### config.mk
export PLATFORM = sky130hd
export DESIGN_NAME = multicycle_controller
export DESIGN_NICKNAME = d
export VERILOG_FILES = /design/src/rtl/multicycle_controller.sv
export SDC_FILE = /design/constraint.sdc
export NUM_CORES = 1
export LEC_CHECK = 0
export ABC_AREA = 1
export BUFFER_PORTS_ARGS = -buffer_cell sky130_fd_sc_hd__buf_4
export CAP_MARGIN = 10
export CORE_MARGIN = 10
export CORE_UTILIZATION = 38
export CTS_CLUSTER_DIAMETER = 60
export DETAILED_ROUTE_END_ITERATION = 8
export PLACE_DENSITY = 0.8
export SYNTH_ARGS = -nofsm -noshare
export SYNTH_HDL_FRONTEND = slang
export SYNTH_SLANG_ARGS = --single-unit
### constraint.sdc
create_clock -name clk -period 1.6 [get_ports clk]
set_input_delay 0.16 -clock clk [delete_from_list [all_inputs] [get_ports clk]]
set_output_delay 0.16 -clock clk [all_outputs]
set_load 0.03 [all_outputs]
### src/rtl/multicycle_controller.sv
// Main control FSM for the multicycle RV32I core: sequences FETCH/DECODE/EXEC/MEM/WB
// and drives every datapath strobe and mux select, one instruction per 3-5 cycles.
module multicycle_controller #(
  parameter bit TRAP_ON_ILLEGAL = 1'b1
) (
  input  logic        clk,
  input  logic        reset,
  input  logic [31:0] instr,
  input  logic        zero_flag,
  input  logic        branch_taken,
  output logic        mem_write,
  output logic        reg_write,
  output logic        ir_write,
  output logic        pc_write,
  output logic        instruction_or_data,
  output logic [1:0]  result_src,
  output logic [1:0]  alu_src_a,
  output logic [1:0]  alu_src_b,
  output logic [2:0]  branch_type,
  output logic [3:0]  alu_control,
  output logic [3:0]  state_out,
  output logic        instr_retired,
  output logic        trap
);

  typedef enum logic [3:0] {
    S_FETCH    = 4'd0,
    S_DECODE   = 4'd1,
    S_MEMADR   = 4'd2,
    S_MEMREAD  = 4'd3,
    S_MEMWB    = 4'd4,
    S_MEMWRITE = 4'd5,
    S_EXECR    = 4'd6,
    S_EXECI    = 4'd7,
    S_ALUWB    = 4'd8,
    S_BRANCH   = 4'd9,
    S_JAL      = 4'd10,
    S_JALR     = 4'd11,
    S_LUI      = 4'd12,
    S_TRAP     = 4'd15
  } state_t;

  localparam logic [6:0] OP_LOAD   = 7'b0000011;
  localparam logic [6:0] OP_STORE  = 7'b0100011;
  localparam logic [6:0] OP_REG    = 7'b0110011;
  localparam logic [6:0] OP_IMM    = 7'b0010011;
  localparam logic [6:0] OP_BRANCH = 7'b1100011;
  localparam logic [6:0] OP_JAL    = 7'b1101111;
  localparam logic [6:0] OP_JALR   = 7'b1100111;
  localparam logic [6:0] OP_LUI    = 7'b0110111;
  localparam logic [6:0] OP_AUIPC  = 7'b0010111;

  localparam logic [3:0] ALU_ADD  = 4'b0000;
  localparam logic [3:0] ALU_SUB  = 4'b0001;
  localparam logic [3:0] ALU_AND  = 4'b0010;
  localparam logic [3:0] ALU_OR   = 4'b0011;
  localparam logic [3:0] ALU_XOR  = 4'b0100;
  localparam logic [3:0] ALU_SLL  = 4'b0101;
  localparam logic [3:0] ALU_SRL  = 4'b0110;
  localparam logic [3:0] ALU_SRA  = 4'b0111;
  localparam logic [3:0] ALU_SLT  = 4'b1000;
  localparam logic [3:0] ALU_SLTU = 4'b1001;

  localparam logic [1:0] A_PC = 2'b00, A_RS1 = 2'b01, A_OLDPC = 2'b10, A_ZERO = 2'b11;
  localparam logic [1:0] B_RS2 = 2'b00, B_FOUR = 2'b01, B_IMM = 2'b10;
  localparam logic [1:0] R_ALUOUT = 2'b00, R_RDATA = 2'b01, R_ALURES = 2'b10;

  state_t     state;
  logic [6:0] opcode;
  logic       illegal_op;
  logic       unused_bits;

  assign opcode = instr[6:0];
  // zero_flag is informational only; decisions use branch_taken.
  assign unused_bits = ^{zero_flag, instr[31], instr[29:15], instr[11:7]};

  always_comb begin
    case (opcode)
      OP_LOAD, OP_STORE, OP_REG, OP_IMM, OP_BRANCH,
      OP_JAL, OP_JALR, OP_LUI, OP_AUIPC: illegal_op = 1'b0;
      default:                           illegal_op = 1'b1;
    endcase
  end

  // instr[30] selects SUB only for register ops; SRA/SRL honour it for both.
  function automatic logic [3:0] alu_decode(input logic [2:0] f3, input logic b30,
                                            input logic is_reg);
    case (f3)
      3'b000:  alu_decode = (is_reg && b30) ? ALU_SUB : ALU_ADD;
      3'b001:  alu_decode = ALU_SLL;
      3'b010:  alu_decode = ALU_SLT;
      3'b011:  alu_decode = ALU_SLTU;
      3'b100:  alu_decode = ALU_XOR;
      3'b101:  alu_decode = b30 ? ALU_SRA : ALU_SRL;
      3'b110:  alu_decode = ALU_OR;
      default: alu_decode = ALU_AND;
    endcase
  endfunction

  always_ff @(posedge clk or posedge reset) begin
    if (reset) begin
      state <= S_FETCH;
    end else begin
      case (state)
        S_FETCH:  state <= S_DECODE;
        S_DECODE: begin
          case (opcode)
            OP_LOAD, OP_STORE: state <= S_MEMADR;
            OP_REG:            state <= S_EXECR;
            OP_IMM:            state <= S_EXECI;
            OP_BRANCH:         state <= S_BRANCH;
            OP_JAL:            state <= S_JAL;
            OP_JALR:           state <= S_JALR;
            OP_LUI:            state <= S_LUI;
            OP_AUIPC:          state <= S_ALUWB;
            default:           state <= TRAP_ON_ILLEGAL ? S_TRAP : S_FETCH;
          endcase
        end
        S_MEMADR:   state <= (opcode == OP_LOAD) ? S_MEMREAD : S_MEMWRITE;
        S_MEMREAD:  state <= S_MEMWB;
        S_MEMWB:    state <= S_FETCH;
        S_MEMWRITE: state <= S_FETCH;
        S_EXECR:    state <= S_ALUWB;
        S_EXECI:    state <= S_ALUWB;
        S_ALUWB:    state <= S_FETCH;
        S_BRANCH:   state <= S_FETCH;
        S_JALR:     state <= S_JAL;
        S_JAL:      state <= S_ALUWB;
        S_LUI:      state <= S_ALUWB;
        S_TRAP:     state <= S_TRAP;
        default:    state <= S_FETCH;
      endcase
    end
  end

  logic mem_write_s, reg_write_s, ir_write_s, pc_write_s, retired_s, trap_s;

  always_comb begin
    mem_write_s         = 1'b0;
    reg_write_s         = 1'b0;
    ir_write_s          = 1'b0;
    pc_write_s          = 1'b0;
    retired_s           = 1'b0;
    trap_s              = 1'b0;
    instruction_or_data = 1'b0;
    result_src          = R_ALUOUT;
    alu_src_a           = A_PC;
    alu_src_b           = B_RS2;
    alu_control         = ALU_ADD;
    case (state)
      S_FETCH: begin
        ir_write_s = 1'b1;
        pc_write_s = 1'b1;
        alu_src_a  = A_PC;
        alu_src_b  = B_FOUR;
        result_src = R_ALURES;
      end
      S_DECODE: begin
        alu_src_a = A_OLDPC;
        alu_src_b = B_IMM;
        retired_s = illegal_op && !TRAP_ON_ILLEGAL;
      end
      S_MEMADR: begin
        alu_src_a = A_RS1;
        alu_src_b = B_IMM;
      end
      S_MEMREAD: instruction_or_data = 1'b1;
      S_MEMWB: begin
        result_src  = R_RDATA;
        reg_write_s = 1'b1;
        retired_s   = 1'b1;
      end
      S_MEMWRITE: begin
        mem_write_s = 1'b1;
        retired_s   = 1'b1;
      end
      S_EXECR: begin
        alu_src_a   = A_RS1;
        alu_src_b   = B_RS2;
        alu_control = alu_decode(instr[14:12], instr[30], 1'b1);
      end
      S_EXECI: begin
        alu_src_a   = A_RS1;
        alu_src_b   = B_IMM;
        alu_control = alu_decode(instr[14:12], instr[30], 1'b0);
      end
      S_ALUWB: begin
        reg_write_s = 1'b1;
        retired_s   = 1'b1;
      end
      S_BRANCH: begin
        alu_src_a   = A_RS1;
        alu_src_b   = B_RS2;
        alu_control = ALU_SUB;
        pc_write_s  = branch_taken;
        retired_s   = 1'b1;
      end
      S_JALR: begin
        alu_src_a = A_RS1;
        alu_src_b = B_IMM;
      end
      // PC takes the target already in alu_out while the ALU forms the link.
      S_JAL: begin
        pc_write_s = 1'b1;
        alu_src_a  = A_OLDPC;
        alu_src_b  = B_FOUR;
      end
      S_LUI: begin
        alu_src_a = A_ZERO;
        alu_src_b = B_IMM;
      end
      S_TRAP:  trap_s = 1'b1;
      default: ;
    endcase
  end

  // Strobes are gated with reset so nothing writes while reset is asserted.
  assign mem_write     = mem_write_s & ~reset;
  assign reg_write     = reg_write_s & ~reset;
  assign ir_write      = ir_write_s  & ~reset;
  assign pc_write      = pc_write_s  & ~reset;
  assign instr_retired = retired_s   & ~reset;
  assign trap          = trap_s      & ~reset;
  assign branch_type   = instr[14:12];
  assign state_out     = state;

endmodule

-- After elaboration in Yosys (flattened, before gate mapping)
Cells that the tools add are included.
- word-level logic and storage cells: 64
- output and inout port bits: 24
- input port bits: 36
- flip-flop bits (word level): 4
- reduce and logical (&&, ||, !) cells: 10
- bitwise operators: 7
- equality and inequality tests: 28
- muxes and demuxes: 18
- operators with widths (cell ; count):
    $pmux W4 S7 ; 3
    $pmux W4 S8 ; 1
    $eq A4 B4 Y1 const B ; 6
    $eq A7 B6 Y1 const B ; 3
    $eq A7 B7 Y1 const B ; 3
    $eq A4 B3 Y1 const B ; 4
    $eq A7 B5 Y1 const B ; 2
    $pmux W4 S3 ; 1
    $reduce_or A5 Y1 ; 2
    $eq A3 B3 Y1 const B ; 3
    $eq A4 B2 Y1 const B ; 2
    $mux W1 ; 8
    $pmux W2 S2 ; 2
    $reduce_or A2 Y1 ; 4
    $reduce_or A4 Y1 ; 2
    $eq A7 B2 Y1 const B ; 1
    $and A1 B1 Y1 ; 6
    $eq A3 B2 Y1 const B ; 2
    $pmux W2 S3 ; 1
    $eq A4 B1 Y1 const B ; 1
    $logic_not A4 Y1 ; 1
    $eq A3 B1 Y1 const B ; 1
    $logic_not A3 Y1 ; 1
    $mux W3 ; 1
    2 further kinds ; 2

-- Logic depth before layout (Yosys ltp)
- depth after elaboration: 4
- mapped depth: 8
- depth with buffers taken out: 8

-- Worst setup path before layout
Ideal clock, no wire load.
- path kind: register -> output
- from: register state[3] (netlist: state_out[3])
- to: output port reg_write
- setup slack: -0.373 ns
- arrival time: 1.813 ns
- path buffers: 0
- stages on the path, launching flop included: 5
- cells stage by stage: dfrtp_1 > nor2_1 > inv_2 > nand2_1 > nor4_1
- word-level cells in the longest chain between the ends: 4
- ends and longest elaborated chain (element ; RTL line ; source):
    start: declaration ; 68 ; state_t state;
    start signal: assignment ; 116 ; default: state <= TRAP_ON_ILLEGAL ? S_TRAP : S_FETCH;
    start signal: assignment ; 119 ; S_MEMADR: state <= (opcode == OP_LOAD) ? S_MEMREAD : S_MEMWRITE;
    $eq A4 B4 Y1 / $eq A4 B3 Y1 (equally long branches) ; 150 ; case (state)
    $reduce_or A2 Y1 (no line) * ; - ;
    $mux W1 * ; 150 ;
    $and A1 B1 Y1 * ; 219 ; assign reg_write = reg_write_s & ~reset;
    end: declaration ; 12 ; output logic reg_write,
Mark *: on every way between the ends. The rest lies on a longest branch, timed or not.

-- Worst setup path after layout
- from: register state[2] (netlist: state_out[2])
- to: output port alu_src_b[1]
- word-level cells in the longest chain between the ends: 3
- ends and longest elaborated chain (element ; RTL line ; source):
    $eq A4 B3 Y1 (tied with other cells) ; 150 ;
    $reduce_or A5 Y1 (no line) / $reduce_or A2 Y1 (equally long branches) ; - ;
    $pmux W2 S2 * ; 150 ;
    end: declaration ; 18 ; output logic [1:0] alu_src_b,
Marked as above.

==> impl_results.md <==
- Overall Global Routing Usage: a little under an eighth
- Sw frac: 58.7%
- Hold_ws: between 0.2 and 0.25 ns
- Fin Clk Skew: 0.00139 ns
- Mux cell area share after synthesis: 0%
- Worst hold stages: 3
- Post-synth cell types: 20
- DRT iter0 DRCs: 21
- CTS Root Cell: clkbuf_4
- Filler cells: ~140
- Leak Pwr: about 0.55 nW
- Xor/xnor share of the synthesized area: 0%
- Area share of fa/ha/maj cells after synthesis: 0%
- Post-synthesis sequential area ratio: 16.0%
- Vias per cell: between 5 and 6
- Worst setup SP type: flip-flop
- Top post-synthesis cells by area: dfrtp_1 16%, nor2_1 15%, nand2_1 11%
- DR DRC count: 0
- Nets: 195
- Normalized max-slew margin: 79.2%
- Wire length per cell: 13.8 um
- Power Dens Cells: 1830 mW/mm^2
- Clock network fraction of design power: 7.1%
- Worst R2R Setup Slack: 0.33 ns
- CTS Buf Count: 3
- Site Rows: 14
- Tmin final: 1.68 ns
- Initial DRT Pass Iterations: 6
- Most instantiated cells after synthesis: 25 x nor2_1, 19 x nand2_1, 15 x inv_1, 11 x nand3_1
- Crit path arrival time: between 1.5 and 2 ns
- Input/output buffers: 37
- Post-synth top area cell: dfrtp_1
- Critical path data required time: roughly 1.4 ns
- Die Ht: between 60 and 70 um
- Min-Delay Path Class: in2reg
- DR top layer: met4
- Worst reg2reg path depth: 6
- Met3 WL: 267 um
- GPL Wtd Cong: 0.849
- Status: finished, violations left
- Initial antenna violation count: 0
- Final ANT Viol Nets: 0
- Int Pwr: 0.801 mW
- Post-DP HPWL: 1860 um
- Syn_nets: 150
- Logic pwr share: 78.4%
- RSZ-0062 raised after global routing: true
- Total congestion overflow: 0
- Area of the multi-input gates: just under 500 sq um
- Post-synth ARST share: 100%
- CTS tree: yes
- Count leader, synth: nor2_1
- Post-synth EDFFs: 0
- Critical path peak fanout: 6
- Total Routed Length: 2410 um
- Compound-gate portion of the synthesized area: 11.0%
- H-tree Lvls: 1
- IO Pins: 60
- # setup viols final: 2
- Metal2 WL: 1160 um
- # clock sinks: 4
- First-pass GRT wire length: 3490 um
- VDD IR-drop max: 0.000746 V
- Initial Utilization: 41.0%
- Share of cells above drive strength 1: 48.1%
- Routed vias: 926
- Reg2reg end: state_out[1]
- Net Sw Power: ~1.1 mW
- Placed cell area: 945 sq um
- Mapped cell area: 624 sq um
- Post-Synth Simple-Gate Area: 57.3%
- Wl on met1: 904 um
- Worst-Margin Slew: 0.309 ns
- Syn Inst Count: 114
- Later-pin clock latency in the skew report: 0.23 ns
- Reg clk slew, reported paths: 0.04 ns
- CTS Buffer Depth: 2
- Power share of the sequential group: 14.4%
- Setup crit end kind: output port
- Synth Register Bits: 4
- Ant diodes: 0
- Fmax: 596 MHz
- Failing checks: setup timing
- Placeable Area: 0.00152 sq mm
- Final worst slack: -0.0769 ns
- Launch point of the worst path: state_out[2]
- Die Footprint: 0.00366 sq mm
- Area Growth Syn to Fin: 69.9%
- Pins over their slew limit: 0
- Max-Cap Viols: 0
- Largest net degree at the start of global routing: 9
- Storage element area: 105 sq um
- Crit path to: alu_src_b[1]
- Synth Flop Type: dfrtp_1
- Ys Warns: 0
- Max FFs per register: 4
- Period utilisation layout: 105%
- Die X-Extent: 60.5 um
- R2r startpoint: state_out[2]
- Area share of the largest cell type after synthesis: 16.0%
- Largest family of logic cells by synthesized area: simple AND/OR/NAND/NOR gates
- Vias in the first global route: 803
- Fin area: 0.00106 sq mm
- Fin. Hold Viols: 0
- CP Class: reg2out
- Synthesized area per cell: 5.48 sq um
## kinds of logic after synthesis
group / Yosys count
simple gates: 75
compound gates: 12
buf+inv: 23
flops: 4
## final cells by class
class	count	share of cell area (%)
Tap cell	16	1.89
Clock buffer	4	2.48
Multi-Input combinational cell	87	46.8
Inverter	20	7.55
Timing Repair Buffer	43	31.4
Sequential cell	4	9.91
## critical path, cell delays in order, from the launching register on
cell      delay (ns)
dfrtp_2         0.46
nor2_4          0.16
inv_4           0.07
nor3_4          0.21
a21oi_2         0.07
o211ai_1        0.11
buf_4           0.20
## power by group through the flow
stage	clock network (mW)	logic (mW)	registers, mW
after CTS	0.136	1.37	0.259
final	0.138	1.52	0.280
after floorplan	0	0.808	0.319
after global placement	0	1.33	0.245
after global routing	0.141	1.62	0.285
after detailed placement	0	1.35	0.247
## metal layers
layer	GRT usage, %	up-vias
met5	0	-
met4	2.82	0
met3	3.13	12
met2	20.9	62
met1	12.8	400
li1	-	452
## how the worst min path moves through the flow
stage / startpoint / to
final: instr[6] / state_out[3]
after CTS: instr[6] / state_out[3]
after detailed placement: reset / state_out[3]
after floorplan: reset / state_out[0]
after global placement: reset / state_out[1]
after global routing: instr[6] / state_out[3]
## timing repair
item / 4_1_cts / 5_1_grt
hold endpoints to repair: 4 / 0
pin swaps: 0 / 2
hold buffers: 1 / 0
setup endpoints to repair: 5 / 5
buffers inserted: 0 / 4
gates resized for setup: 5 / 10
## stage by stage
step,cells,setup TNS (ns),util [%],worst slack (ns),power (mW)
floorplan,114,-0.0582,-,-0.0403,1.13
global placement,165,0,62.0,0.152,1.57
detailed placement,165,0,62.0,0.124,1.60
CTS,170,-0.0432,65.3,-0.0218,1.76
global route,174,-0.226,69.6,-0.125,2.05
finish,174,-0.0794,69.6,-0.0769,1.94
## placed cells by master, fill, tap and decap left out
cell / instances
o21ai_0: 2
nor2_1: 22
nor3_2: 4
a211oi_2: 1
buf_6: 2
inv_1: 15
nor2_4: 4
clkbuf_4: 3
nor2_2: 4
nand2_1: 19
dfrtp_2: 4
a21oi_2: 2
o21ai_1: 2
inv_2: 3
a21oi_1: 4
nand2_2: 3
o211ai_1: 1
inv_4: 2
nor4_2: 1
clkbuf_1: 1
nand3_1: 11
dlygate4sd3_1: 1
nand4_1: 4
nand2_4: 1
buf_4: 40
nor3_4: 2
Power figures use the tool's default switching activity.
